--- src/rtl/apb_sram_pkg.sv ---
// Shared types and constants for the APB-to-SRAM controller.
package apb_sram_pkg;

  typedef enum logic [1:0] {
    ST_IDLE  = 2'd0,
    ST_ISSUE = 2'd1,
    ST_WAIT  = 2'd2,
    ST_RESP  = 2'd3
  } state_e;

  localparam int RD_LAT_MAX = 4;
  localparam int CNT_W      = $clog2(RD_LAT_MAX + 1);

endpackage

--- src/rtl/apb_sram_ctrl.sv ---
// APB slave turning each transfer into one SRAM word access with fixed read latency.
// Optional out-of-range error response is enabled by defining APB_SRAM_RANGE_CHK_EN.
module apb_sram_ctrl
  import apb_sram_pkg::*;
#(
  parameter int DATA_W = 32,
  parameter int ADDR_W = 10,
  parameter int DEPTH  = 2**ADDR_W,
  parameter int RD_LAT = 1
) (
  input  logic              PCLK,
  input  logic              PRESERN,
  input  logic              PSEL,
  input  logic              PENABLE,
  input  logic              PWRITE,
  input  logic [31:0]       PADDR,
  input  logic [DATA_W-1:0] PWDATA,
  output logic [DATA_W-1:0] PRDATA,
  output logic              PREADY,
  output logic              PSLVERR,
  output logic              mem_wen,
  output logic              mem_ren,
  output logic [ADDR_W-1:0] mem_addr,
  output logic [DATA_W-1:0] mem_wd,
  input  logic [DATA_W-1:0] mem_rd
);

  state_e              state_q, state_d;
  logic [CNT_W-1:0]    cnt_q, cnt_d;
  logic                wr_q, wr_d;
  logic                err_q, err_d;
  logic [ADDR_W-1:0]   mem_addr_q, mem_addr_d;
  logic [DATA_W-1:0]   mem_wd_q, mem_wd_d;
  logic                mem_wen_q, mem_wen_d;
  logic                mem_ren_q, mem_ren_d;
  logic                pready_q, pready_d;
  logic                pslverr_q, pslverr_d;
  logic [DATA_W-1:0]   prdata_q, prdata_d;

  logic [ADDR_W-1:0]   idx_s;
  logic                range_err_s;
  logic                unused_s;

  assign idx_s = PADDR[ADDR_W+1:2];

`ifdef APB_SRAM_RANGE_CHK_EN
  // Reject words beyond the implemented depth and any aliasing through upper address bits.
  assign range_err_s = ({{(32-ADDR_W){1'b0}}, idx_s} >= 32'(DEPTH)) ||
                       ((PADDR >> (ADDR_W + 2)) != 32'd0);
  assign unused_s    = ^PADDR[1:0];
`else
  assign range_err_s = 1'b0;
  assign unused_s    = ^{PADDR[31:ADDR_W+2], PADDR[1:0]};
`endif

  always_comb begin
    state_d    = state_q;
    cnt_d      = cnt_q;
    wr_d       = wr_q;
    err_d      = err_q;
    mem_addr_d = mem_addr_q;
    mem_wd_d   = mem_wd_q;
    mem_wen_d  = 1'b0;
    mem_ren_d  = 1'b0;
    pready_d   = 1'b0;
    pslverr_d  = 1'b0;
    prdata_d   = prdata_q;

    case (state_q)
      ST_IDLE: begin
        // Strobes are launched here so they appear registered in the ISSUE cycle.
        if (PSEL && !PENABLE) begin
          state_d    = ST_ISSUE;
          mem_addr_d = idx_s;
          mem_wd_d   = PWDATA;
          wr_d       = PWRITE;
          err_d      = range_err_s;
          mem_wen_d  = PWRITE & ~range_err_s;
          mem_ren_d  = ~PWRITE & ~range_err_s;
        end else begin
          state_d = ST_IDLE;
        end
      end
      ST_ISSUE: begin
        if (!PSEL) begin
          state_d = ST_IDLE;
        end else if (err_q) begin
          state_d   = ST_RESP;
          pready_d  = 1'b1;
          pslverr_d = 1'b1;
          if (!wr_q) begin
            prdata_d = '0;
          end else begin
            prdata_d = prdata_q;
          end
        end else if (wr_q) begin
          state_d  = ST_RESP;
          pready_d = 1'b1;
        end else begin
          state_d = ST_WAIT;
          cnt_d   = CNT_W'(RD_LAT);
        end
      end
      ST_WAIT: begin
        if (!PSEL) begin
          state_d = ST_IDLE;
          cnt_d   = '0;
        end else if (cnt_q <= CNT_W'(1)) begin
          state_d  = ST_RESP;
          cnt_d    = '0;
          prdata_d = mem_rd;
          pready_d = 1'b1;
        end else begin
          cnt_d = cnt_q - CNT_W'(1);
        end
      end
      ST_RESP: begin
        state_d = ST_IDLE;
      end
      default: begin
        state_d = ST_IDLE;
        cnt_d   = '0;
      end
    endcase
  end

  always_ff @(posedge PCLK or negedge PRESERN) begin
    if (!PRESERN) begin
      state_q    <= ST_IDLE;
      cnt_q      <= '0;
      wr_q       <= 1'b0;
      err_q      <= 1'b0;
      mem_addr_q <= '0;
      mem_wd_q   <= '0;
      mem_wen_q  <= 1'b0;
      mem_ren_q  <= 1'b0;
      pready_q   <= 1'b0;
      pslverr_q  <= 1'b0;
      prdata_q   <= '0;
    end else begin
      state_q    <= state_d;
      cnt_q      <= cnt_d;
      wr_q       <= wr_d;
      err_q      <= err_d;
      mem_addr_q <= mem_addr_d;
      mem_wd_q   <= mem_wd_d;
      mem_wen_q  <= mem_wen_d;
      mem_ren_q  <= mem_ren_d;
      pready_q   <= pready_d;
      pslverr_q  <= pslverr_d;
      prdata_q   <= prdata_d;
    end
  end

  assign PRDATA   = prdata_q;
  assign PREADY   = pready_q;
  assign PSLVERR  = pslverr_q;
  assign mem_wen  = mem_wen_q;
  assign mem_ren  = mem_ren_q;
  assign mem_addr = mem_addr_q;
  assign mem_wd   = mem_wd_q;

endmodule

--- config.mk ---
export PLATFORM = sky130hd
export DESIGN_NAME = apb_sram_ctrl
export DESIGN_NICKNAME = d
export VERILOG_FILES = /design/src/rtl/apb_sram_pkg.sv /design/src/rtl/apb_sram_ctrl.sv
export SDC_FILE = /design/constraint.sdc
export NUM_CORES = 1
export LEC_CHECK = 0
export BUFFER_PORTS_ARGS = -buffer_cell sky130_fd_sc_hd__buf_4
export CORE_MARGIN = 2
export CORE_UTILIZATION = 25
export DETAILED_ROUTE_END_ITERATION = 8
export SYNTH_ARGS = -nofsm -noshare
export SYNTH_HDL_FRONTEND = slang
export SYNTH_SLANG_ARGS = --single-unit
--- constraint.sdc ---
create_clock -name PCLK -period 2.6 [get_ports PCLK]
set_clock_uncertainty 0.1 [all_clocks]
set_input_delay 0.13 -clock PCLK [delete_from_list [all_inputs] [get_ports PCLK]]
set_output_delay 0.13 -clock PCLK [all_outputs]
set_load 0.01 [all_outputs]
==> results of run 1 <==
## synth_stat cells (all sizes together) (2+ instances only)
cell type	number
o2bb2ai	2
ha	5
nor2b	2
nor2	2
inv	9
mux2	74
nand2	2
dfrtp	83
and3	2
nand2b	2
clkbuf	2
buf	9
o211ai	2
## worst max-delay path, cell delays in order, from the launching register on
cell and delay, ns:
dfrtp_1 0.40, inv_1 0.08, ha_1 0.14, o21ba_1 0.25, nor4_4 0.23, buf_4 0.40, mux2_2 0.39
## registers in the layout (all words and copies together) (netlist names)
signal / cells
mem_wd: 32
state_q: 2
mem_wen: 1
wr_q: 1
mem_addr: 10
PRDATA: 32
PREADY: 1
cnt_q: 3
mem_ren: 1
## cell type report
cell class	instances	area (µm²)	area share
Tap cell	176	220	0.0380
Clock inverter	4	98.8	0.0171
Timing Repair Buffer	234	1970	0.341
Multi-Input combinational cell	112	1140	0.198
Sequential cell	83	2080	0.359
Inverter	9	33.8	0.00584
Clock buffer	11	243	0.0419
## how the worst max path moves through the flow
| stage | endpoint | cells after the start | from | slack, ns |
|---|---|---|---|---|
| floorplan | PRDATA[0] | 7 | cnt_q[1] | 0.67 |
| detailed placement | PRDATA[24] | 6 | cnt_q[1] | 0.49 |
| global route | PRDATA[2] | 6 | cnt_q[1] | 0.38 |
| global placement | PRDATA[17] | 6 | cnt_q[1] | 0.52 |
| finish | PRDATA[17] | 6 | cnt_q[1] | 0.47 |
| CTS | PRDATA[2] | 6 | cnt_q[1] | 0.46 |
## cell families after synthesis
group	after synthesis
AND/OR/NAND/NOR	15
other	1
AO/OA/AOI/OAI	17
flip-flops	83
multiplexers	74
buffers and inverters	20
adder cells (fa/ha/maj)	5
## power by group through the flow
stage	clock network, W	registers, W	logic (W)
final	0.00145	0.00159	0.000876
after CTS	0.00150	0.00159	0.000883
after floorplan	0	0.00169	0.000226
after global placement	0	0.00160	0.000779
after detailed placement	0	0.00161	0.000791
after global routing	0.00155	0.00162	0.000942
## metal layers
layer | up-vias | GRT usage | routed length, µm
met5 | - | 0 | 0
met4 | 0 | 0.0449 | 129
met3 | 13 | 0.0450 | 691
met2 | 120 | 0.209 | 4150
met1 | 1262 | 0.139 | 3450
li1 | 1224 | - | -
## stage by stage
| stage | utilization | hold WS (ns) | setup WS, ns |
|---|---|---|---|
| floorplan | - | -0.266 | 0.666 |
| global placement | 0.357 | 0.0446 | 0.518 |
| detailed placement | 0.357 | 0.0458 | 0.491 |
| CTS | 0.441 | 0.00403 | 0.461 |
| global route | 0.441 | 0.0208 | 0.379 |
| finish | 0.441 | 0.0249 | 0.469 |
## repair_timing
| item | 4_1_cts | 5_1_grt |
|---|---|---|
| endpoints found under the hold margin | 115 | 0 |
| hold buffers | 76 | 0 |
| gates resized for setup | 0 | 0 |
==> impl_metrics.csv, run 1 <==
group,metric,value,unit
drt,detail-route-antenna-nets,0,
floorplan,fp-row-count,42,
sta,rel_slew_slack,0.650,
clock_network,htreeDepth,3,
power,switchingPower,0.000924,W
synthesis,synth-edff-count,0,
cells_and_area,postLayoutCellArea,5790,µm²
floorplan,floorplan.die.height,119,µm
drt,count_of_routing_violations_after_the_opening_detailed_route_iteration,48,
sta,final_slew_viol_count,0,
placed_design,dp.cells,538,
min_path,min_delay_worst_endpoint,"state_q[0]",
drt,detail_route.wirelength,8430,µm
clock_network,clock_transition_at_the_register_clock_pins_on_the_worst_setup_and_hold_paths_after_cts,0.06,ns
min_path,hold_removal_path_class,"primary input to flip-flop",
synthesis,netlist-cell-type-count,35,
sta,final-setup-viol-count,0,
synthesis,synth_top_cell_area_share,0.625,
power,power.combinational.fraction,0.224,
synthesis,synth_compound_gate_area_share,0.0414,
power,clock_power_share,0.370,
drt,remaining_drc_errors,0,
power,sequentialPowerShare,0.406,
synthesis,synth_xor_area_frac,0,
synthesis,ys.warnings.count,0,
cells_and_area,final_layout_size_suffix_gt1_frac,0.547,
cells_and_area,final-instance-count-excl-fill,629,
floorplan,area_of_the_placeable_core,13100,µm²
cells_and_area,leading_cell_type_in_the_layout_fill_and_taps_excluded,"buf_4",
outcome,run_status,"complete, no violations",
cells_and_area,finalNetCount,555,
synthesis,netlist_instances,215,
global_routing,track_usage,0.122,
drt,routed_wire_length_per_instance,13.4,µm
drt,detailedRoute.firstPassIterationCount,4,
floorplan,initial_core_util,0.253,
synthesis,syn_nets,321,
global_routing,grt_pass1_wl,13700,µm
sta,final-hold-violation-count,0,
clock_network,clock_insertion_delay_worst_skew,0.33,ns
synthesis,synthArstFlopShare,1.00,
synthesis,synth_simple_gate_area_share,0.0312,
placed_design,finalWeightedCongestion,0.717,
setup_path,crit_path_start_kind,"flip-flop",
min_path,timing.hold.worst_path_depth,2,
power,power_switching_share,0.236,
global_routing,grt_start_max_net_pins,45,
clock_network,count_of_buffers_added_by_post_cts_timing_repair_for_setup,0,
floorplan,die_width,119,µm
global_routing,grt_antenna_before_repair,0,
synthesis,main_combinational_cell_family_by_area_after_synthesis,"multiplexers",
min_path,min-delay-start,"PSEL",
sta,timing.final.crit_share,0.820,
power,total_power,0.00392,W
synthesis,synth_area,3330,µm²
clock_network,cts_sink_cnt,83,
sta,timing_worst_slew_pin_value,0.525,ns
floorplan,boundaryPins,179,
power,powerDensity,677,nW/µm²
global_routing,globalRoute.totalOverflow,0,
synthesis,yosysTopAreaCell,"dfrtp_1",
placed_design,place_hpwl,5450,µm
clock_network,clock-root-buffer,"clkbuf_16",
sta,rsz0062_at_grt,"no",
setup_path,rr_startpoint,"cnt_q[1]",
power,total_leakage_power,2.80,nW
power,cell_internal_pwr,0.00299,W
drt,detailroute.via_count,2619,
sta,layout_min_cycle_time,2.13,ns
global_routing,via_count_of_the_first_global_routing_pass,2763,
power,irDropWorstVdd,0.584,mV
cells_and_area,syn2layout_area_growth,74.0,%
synthesis,post_synth_mux_area_share,0.251,
placed_design,placedInstanceArea,4690,µm²
cells_and_area,mostFrequentLayoutCells,"156 x buf_4, 83 x dfrtp_1, 76 x dlygate4sd3_1, 73 x mux2_2",
sta,tns,0,ns
synthesis,ys_top_cells_by_area,"dfrtp_1 62%, mux2_2 25%, ha_1 1.9%, inv_1 1.0%, buf_6 1.0%",
setup_path,critical_path.reg2reg.endpoint,"PRDATA[17]",
setup_path,worstPathRequired,2.71,ns
setup_path,cp.arrival,2.24,ns
synthesis,seq_area_frac_synth,0.625,
setup_path,critical_path_peak_fanout,32,
clock_network,cts_tree,"built",
cells_and_area,nFillCells,1160,
cells_and_area,diodes,0,
synthesis,ys.flop_type,"dfrtp_1",
synthesis,ys_ff_latch,83,
placed_design,port-buffer-count,155,
synthesis,syn_area_per_cell,15.5,µm²
setup_path,timing_worst_setup_path_type,"flip-flop to flip-flop",
drt,drt-vias-per-instance,4.16,
sta,fmax,469,MHz
setup_path,regToRegSetupSlack,0.47,ns
setup_path,endpoint_kind,"flip-flop",
setup_path,worstRegToRegCells,6,
synthesis,synthAdderAreaFrac,0.0188,
flow_run,max-cap-violations,0,
clock_network,tritoncts.num_buffers,9,
floorplan,die_area,14200,µm²
clock_network,clock_tree.buffer_depth,2,
No activity file was read; power rests on OpenSTA's default activity.
==> run 2: changes to the inputs <==
--- a/config.mk
+++ b/config.mk
@@ -5,6 +5,7 @@
 export SDC_FILE = /design/constraint.sdc
 export NUM_CORES = 1
 export LEC_CHECK = 0
+export ABC_AREA = 1
 export BUFFER_PORTS_ARGS = -buffer_cell sky130_fd_sc_hd__buf_4
 export CORE_MARGIN = 2
 export CORE_UTILIZATION = 25
==> constraint.sdc (replaced) <==
create_clock -name PCLK -period 2.1 [get_ports PCLK]
set_clock_uncertainty 0.1 [all_clocks]
set_input_delay 0.105 -clock PCLK [delete_from_list [all_inputs] [get_ports PCLK]]
set_output_delay 0.105 -clock PCLK [all_outputs]
set_load 0.01 [all_outputs]
==> run 2 against run 1 <==
Against the previous run: hold slack improved by 0.070 ns; highest routed layer unchanged; sequential share of layout area down 0.35 points; first-iteration DRC count rose to 2.8 times the previous value; clock-buffer cell count is 4 higher; critical path depth up 1.
==> impl_metrics.csv, run 2 <==
group,metric,value,unit
outcome,run_status,"complete, no violations",
synthesis,main_combinational_cell_family_by_area_after_synthesis,"simple AND/OR/NAND/NOR gates",
synthesis,synthArstFlopShare,1.00,
synthesis,synth_top_cell_area_share,0.598,
placed_design,dp.cells,713,
global_routing,via_count_of_the_first_global_routing_pass,3465,
setup_path,cpMostUsedCell,"nand2_1",
drt,count_of_routing_violations_after_the_opening_detailed_route_iteration,133,
sta,rsz0062_at_grt,"no",
sta,final-hold-violation-count,0,
cells_and_area,leading_cell_type_in_the_layout_fill_and_taps_excluded,"nand2_1",
cells_and_area,nFillCells,1284,
flow_run,max-cap-violations,0,
synthesis,synth_compound_gate_area_share,0.0101,
global_routing,globalRoute.totalOverflow,0,
synthesis,syn_area_per_cell,8.77,µm²
setup_path,crit_path_start_kind,"flip-flop",
drt,routed_wire_length_per_instance,12.4,µm
synthesis,post_synth_mux_area_share,0,
power,irDropWorstVdd,0.351,mV
sta,final_slew_viol_count,0,
synthesis,synth-edff-count,0,
placed_design,finalWeightedCongestion,0.793,
power,powerDensity,799,nW/µm²
sta,timing.final.crit_share,0.861,
global_routing,grt_antenna_before_repair,0,
synthesis,ys.flop_type,"dfrtp_1",
clock_network,cts_sink_cnt,83,
placed_design,place_hpwl,6210,µm
drt,detail-route-antenna-nets,0,
synthesis,seq_area_frac_synth,0.598,
setup_path,slowest_stage,"dfrtp_1",
setup_path,timing_worst_setup_path_type,"flip-flop to flip-flop",
floorplan,floorplan.die.height,122,µm
sta,layout_min_cycle_time,1.81,ns
sta,fmax,553,MHz
global_routing,grt_pass1_wl,16000,µm
global_routing,grt_start_max_net_pins,52,
floorplan,die_width,122,µm
clock_network,clock_tree.buffer_depth,2,
drt,drt-vias-per-instance,4.26,
floorplan,die_area,14800,µm²
clock_network,clock-root-buffer,"clkbuf_16",
power,total_leakage_power,3.17,nW
setup_path,critical_path_peak_fanout,32,
setup_path,worstPathRequired,2.22,ns
cells_and_area,syn2layout_area_growth,68.4,%
floorplan,fp-row-count,43,
synthesis,netlist_instances,396,
cells_and_area,diodes,0,
drt,detail_route.wirelength,9970,µm
drt,detailedRoute.firstPassIterationCount,4,
sta,timing.hold.ws,0.0949,ns
synthesis,synth_xor_area_frac,0,
synthesis,netlist_top_cells_count,"170 x nand2_1, 83 x dfrtp_1, 80 x nand3_1",
setup_path,critical_path.top_delay_family,"simple AND/OR/NAND/NOR gates",
floorplan,initial_core_util,0.253,
floorplan,area_of_the_placeable_core,13700,µm²
drt,detailroute.via_count,3426,
global_routing,track_usage,0.136,
synthesis,synth_area,3470,µm²
floorplan,boundaryPins,179,
setup_path,path_cells,"inv_1 -> ha_1 -> nand2_1 -> nor2_4 -> nand2_2 -> nand2_1 -> nand2_1",
synthesis,synthAdderAreaFrac,0.0180,
clock_network,clock_insertion_delay_worst_skew,0.33,ns
synthesis,ys.warnings.count,0,
cells_and_area,finalNetCount,726,
synthesis,synth_simple_gate_area_share,0.319,
cells_and_area,final_util,0.426,
setup_path,worstPathBufferInverterCount,1,
cells_and_area,final_layout_size_suffix_gt1_frac,0.283,
drt,remaining_drc_errors,0,
cells_and_area,final-instance-count-excl-fill,805,
sta,rel_slew_slack,0.608,
clock_network,cts.repair.resized,0,
sta,timing_worst_slew_pin_value,0.586,ns
cells_and_area,mostFrequentLayoutCells,"170 x nand2_1, 158 x buf_4, 83 x dfrtp_1, 80 x nand3_1, 76 x dlygate4sd3_1",
synthesis,ys_ff_latch,83,
clock_network,htreeDepth,3,
sta,final-setup-viol-count,0,
placed_design,port-buffer-count,155,
setup_path,endpoint_kind,"flip-flop",
setup_path,cp.arrival,1.93,ns
synthesis,netlist-cell-type-count,18,
clock_network,cts_tree,"built",
clock_network,tritoncts.num_buffers,9,
sta,tns,0,ns
setup_path,max_stage_delay,0.39,ns
min_path,hold_removal_path_class,"primary input to flip-flop",
synthesis,syn_nets,502,
clock_network,clock_transition_at_the_register_clock_pins_on_the_worst_setup_and_hold_paths_after_cts,0.06,ns
synthesis,yosysTopAreaCell,"dfrtp_1",
synthesis,yosysMostFrequentCell,"nand2_1",
synthesis,ys_top_cells_by_area,"dfrtp_1 60%, nand2_1 18%, nand3_1 12%, buf_2 2.0%, ha_1 1.8%",
-- run 2: worst register-to-register path, stage by stage, from the launching register on --
cell     delay, ns
dfrtp_1       0.39
inv_1         0.09
ha_1          0.21
nand2_1       0.13
nor2_4        0.14
nand2_2       0.36
nand2_1       0.20
nand2_1       0.06
-- run 2: worst paths after layout --
| check | startpoint | endpoint | slack [ns] | cells after the start |
|---|---|---|---|---|
| worst max register to register | state_q[0] | PRDATA[21] | 0.29 | 7 |
| worst max-delay path | state_q[0] | PRDATA[21] | 0.29 | 7 |
| worst min-delay path | PSEL | state_q[1] | 0.09 | 5 |
| min in group asynchronous | PRESERN | PRDATA[14] | 0.18 | 2 |
| max in group asynchronous | PRESERN | mem_wd[7] | 1.10 | 3 |
| worst min register to register | PRDATA[6] | PRDATA[6] | 0.37 | 2 |
-- run 2: layout make-up --
class / count / area, µm² / area share
Clock inverter: 1 / 7.51 / 0.00128
Inverter: 14 / 52.6 / 0.00899
Sequential cell: 83 / 2080 / 0.355
Timing Repair Buffer: 237 / 2010 / 0.343
Clock buffer: 15 / 268 / 0.0458
Multi-Input combinational cell: 275 / 1210 / 0.207
Tap cell: 180 / 225 / 0.0385
-- run 2: cell families after synthesis --
family                   Yosys count
other                              1
AO/OA/AOI/OAI                      6
AND/OR/NAND/NOR                  263
buffers and inverters             38
adder cells (fa/ha/maj)            5
flip-flops                        83
-- run 2: where the power goes --
part / total (W) / internal (W) / switching, W / leakage, nW
clock network: 0.00145 / 0.000868 / 0.000587 / 0.130
registers: 0.00203 / 0.00187 / 0.000158 / 1.07
logic: 0.00119 / 0.000636 / 0.000554 / 1.97
-- run 2: routing by layer --
layer  vias up  global-route usage  part of all wire
met5         -                   0                 0
met4         0              0.0611             0.017
met3        11              0.0375             0.073
met2       129               0.228              0.47
met1      1582               0.163              0.44
li1       1704                   -                 -
-- run 2: timing repair --
action / 4_1_cts / 5_1_grt
endpoints found under the hold margin: 109 / 0
hold buffers: 76 / 0
buffers inserted: 0 / 0
-- run 2: stage by stage --
stage          setup slack [ns]  area (µm²)  power, W
2_1_floorplan             0.613        3470   0.00247
3_3_place_gp              0.372        4810   0.00310
3_5_place_dp              0.278        4810   0.00314
4_1_cts                   0.274        5850   0.00476
5_1_grt                  0.0797        5850   0.00497
6_report                  0.291        5850   0.00467
==> run 3: changes to the inputs <==
--- a/config.mk
+++ b/config.mk
@@ -9,6 +9,7 @@
 export BUFFER_PORTS_ARGS = -buffer_cell sky130_fd_sc_hd__buf_4
 export CORE_MARGIN = 2
 export CORE_UTILIZATION = 25
+export CTS_BUF_LIST = sky130_fd_sc_hd__clkbuf_16
 export DETAILED_ROUTE_END_ITERATION = 8
 export SYNTH_ARGS = -nofsm -noshare
 export SYNTH_HDL_FRONTEND = slang
==> run 3 against run 2 <==
Against the previous run: worst setup slack better by 0.0028 ns; flip-flop and latch count unchanged; utilization down 0.15 points; power down 2.0%; die area unchanged; final cell count unchanged; clock-buffer cell count down 6; first-iteration DRC count up 27%; critical path type unchanged; largest cell class unchanged.
==> impl_metrics.csv, run 3 (synthesized netlist as in run 2, its figures left out) <==
group,metric,value,unit
outcome,run_status,"complete, no violations",
cells_and_area,final_layout_size_suffix_gt1_frac,0.280,
drt,routed_wire_length_per_instance,12.4,µm
setup_path,worstSetupPathDepth,7,
floorplan,die_width,122,µm
drt,detailedRoute.firstPassIterationCount,4,
sta,final-hold-violation-count,0,
power,powerDensity,786,nW/µm²
setup_path,slowest_stage,"dfrtp_1",
clock_network,count_of_buffers_added_by_post_cts_timing_repair_for_setup,0,
power,cell_internal_pwr,0.00328,W
setup_path,path_cells,"inv_1 -> ha_1 -> nand2_1 -> nor2_4 -> nand2_2 -> nand2_1 -> nand2_1",
setup_path,worstRegToRegCells,7,
min_path,timing.hold.worst_path_depth,5,
clock_network,clock_transition_at_the_register_clock_pins_on_the_worst_setup_and_hold_paths_after_cts,0.06,ns
cells_and_area,finalNetCount,726,
power,total_power,0.00458,W
sta,timing_worst_slew_pin_value,0.581,ns
global_routing,globalRoute.totalOverflow,0,
setup_path,worstPathBufferInverterCount,1,
setup_path,worstPathRequired,2.22,ns
setup_path,crit_path_start,"state_q[0]",
setup_path,max_stage_delay,0.39,ns
floorplan,fp-row-count,43,
setup_path,critical_path.top_delay_family,"simple AND/OR/NAND/NOR gates",
setup_path,endpoint_kind,"flip-flop",
sta,tns,0,ns
placed_design,port-buffer-count,155,
sta,layout_min_cycle_time,1.81,ns
sta,rel_slew_slack,0.611,
min_path,hold_removal_path_class,"primary input to flip-flop",
cells_and_area,diodes,0,
setup_path,cp.arrival,1.92,ns
cells_and_area,final_util,0.425,
power,clock_power_share,0.297,
floorplan,boundaryPins,179,
flow_run,max-cap-violations,0,
sta,rsz0062_at_grt,"no",
power,power_switching_share,0.283,
cells_and_area,sequential_cell_area,2080,µm²
cells_and_area,postLayoutCellArea,5830,µm²
clock_network,htreeDepth,3,
clock_network,clock_insertion_delay_worst_skew,0.33,ns
setup_path,critical_path_peak_fanout,32,
floorplan,area_of_the_placeable_core,13700,µm²
sta,fmax,554,MHz
placed_design,finalWeightedCongestion,0.793,
global_routing,grt_start_max_net_pins,52,
global_routing,grt_pass1_wl,16000,µm
power,switchingPower,0.00130,W
sta,final_slew_viol_count,0,
placed_design,place_hpwl,6210,µm
min_path,min-delay-start,"PSEL",
sta,final-setup-viol-count,0,
floorplan,die_area,14800,µm²
power,total_leakage_power,3.18,nW
drt,detailroute.via_count,3433,
clock_network,cts.repair.resized,0,
cells_and_area,leading_cell_type_in_the_layout_fill_and_taps_excluded,"nand2_1",
drt,remaining_drc_errors,0,
global_routing,via_count_of_the_first_global_routing_pass,3461,
power,power.combinational.fraction,0.260,
clock_network,tritoncts.num_buffers,9,
clock_network,cts_sink_cnt,83,
global_routing,track_usage,0.136,
cells_and_area,multi_input_area,1210,µm²
placed_design,placedInstanceArea,4810,µm²
clock_network,cts_tree,"built",
drt,count_of_routing_violations_after_the_opening_detailed_route_iteration,169,
setup_path,cpMostUsedCell,"nand2_1",
setup_path,rr_startpoint,"state_q[0]",
floorplan,floorplan.die.height,122,µm
global_routing,grt_antenna_before_repair,0,
cells_and_area,syn2layout_area_growth,67.8,%
clock_network,clock-root-buffer,"clkbuf_16",
sta,timing.final.crit_share,0.860,
drt,detail_route.wirelength,9980,µm
power,sequentialPowerShare,0.443,
setup_path,crit_path_start_kind,"flip-flop",
setup_path,timing_worst_setup_path_type,"flip-flop to flip-flop",
power,irDropWorstVdd,0.351,mV
drt,detail-route-antenna-nets,0,
drt,drt-vias-per-instance,4.26,
clock_network,cts_hold_buffers,76,
cells_and_area,nFillCells,1284,
cells_and_area,mostFrequentLayoutCells,"170 x nand2_1, 158 x buf_4, 83 x dfrtp_1, 80 x nand3_1, 76 x dlygate4sd3_1",
floorplan,initial_core_util,0.253,
clock_network,clock_tree.buffer_depth,2,
run 3: cell types whose count changed in the layout (fill, tap and decap cells not counted), sizes merged:
| cell | delta |
|---|---|
| inv | +4 |
| clkbuf | -6 |
| clkinv | +2 |
run 3: metal layers:
| metal | global-route usage | vias up | part of all wire |
|---|---|---|---|
| met3 | 0.0375 | 12 | 0.074 |
| met4 | 0.0611 | 0 | 0.018 |
| met1 | 0.163 | 1587 | 0.44 |
| li1 | - | 1703 | - |
| met5 | 0 | - | 0 |
| met2 | 0.228 | 131 | 0.47 |
run 3: power by group through the flow:
stage | Combinational [W] | Sequential, W | Clock, W
5_1_grt | 0.00132 | 0.00206 | 0.00149
2_1_floorplan | 0.000306 | 0.00216 | 0
3_5_place_dp | 0.00109 | 0.00205 | 0
4_1_cts | 0.00119 | 0.00203 | 0.00144
3_3_place_gp | 0.00106 | 0.00204 | 0
6_report | 0.00119 | 0.00203 | 0.00136
run 3: per-stage QoR:
| step | hold slack [ns] | cells | setup slack (ns) |
|---|---|---|---|
| after global placement | -0.0102 | 713 | 0.372 |
| final | 0.0944 | 805 | 0.294 |
| after detailed placement | -0.00611 | 713 | 0.278 |
| after CTS | 0.0854 | 805 | 0.274 |
| after floorplan | -0.291 | 396 | 0.613 |
| after global routing | 0.112 | 805 | 0.0788 |
run 3: cell type report:
| cell class | instances | area share |
|---|---|---|
| sequential | 83 | 0.357 |
| clock buffer | 9 | 0.0387 |
| tap | 180 | 0.0387 |
| multi-input combinational | 275 | 0.207 |
| inverter | 14 | 0.00902 |
| clock inverter | 7 | 0.00515 |
| timing repair buffer | 237 | 0.345 |
run 3: tightest hold or removal path: stages:
cell and delay, ns:
buf_4 0.13, nand2_1 0.06, a21oi_1 0.03, nand2_1 0.05
o21ai_0 0.09
run 3: path summary, 6_finish.rpt:
path	end	slack [ns]
setup / recovery	PRDATA[21]	0.29
hold / removal	state_q[1]	0.09
setup reg to reg	PRDATA[21]	0.29
hold reg to reg	PRDATA[6]	0.37
max in group asynchronous	mem_wd[15]	1.10
min in group asynchronous	PRDATA[14]	0.18
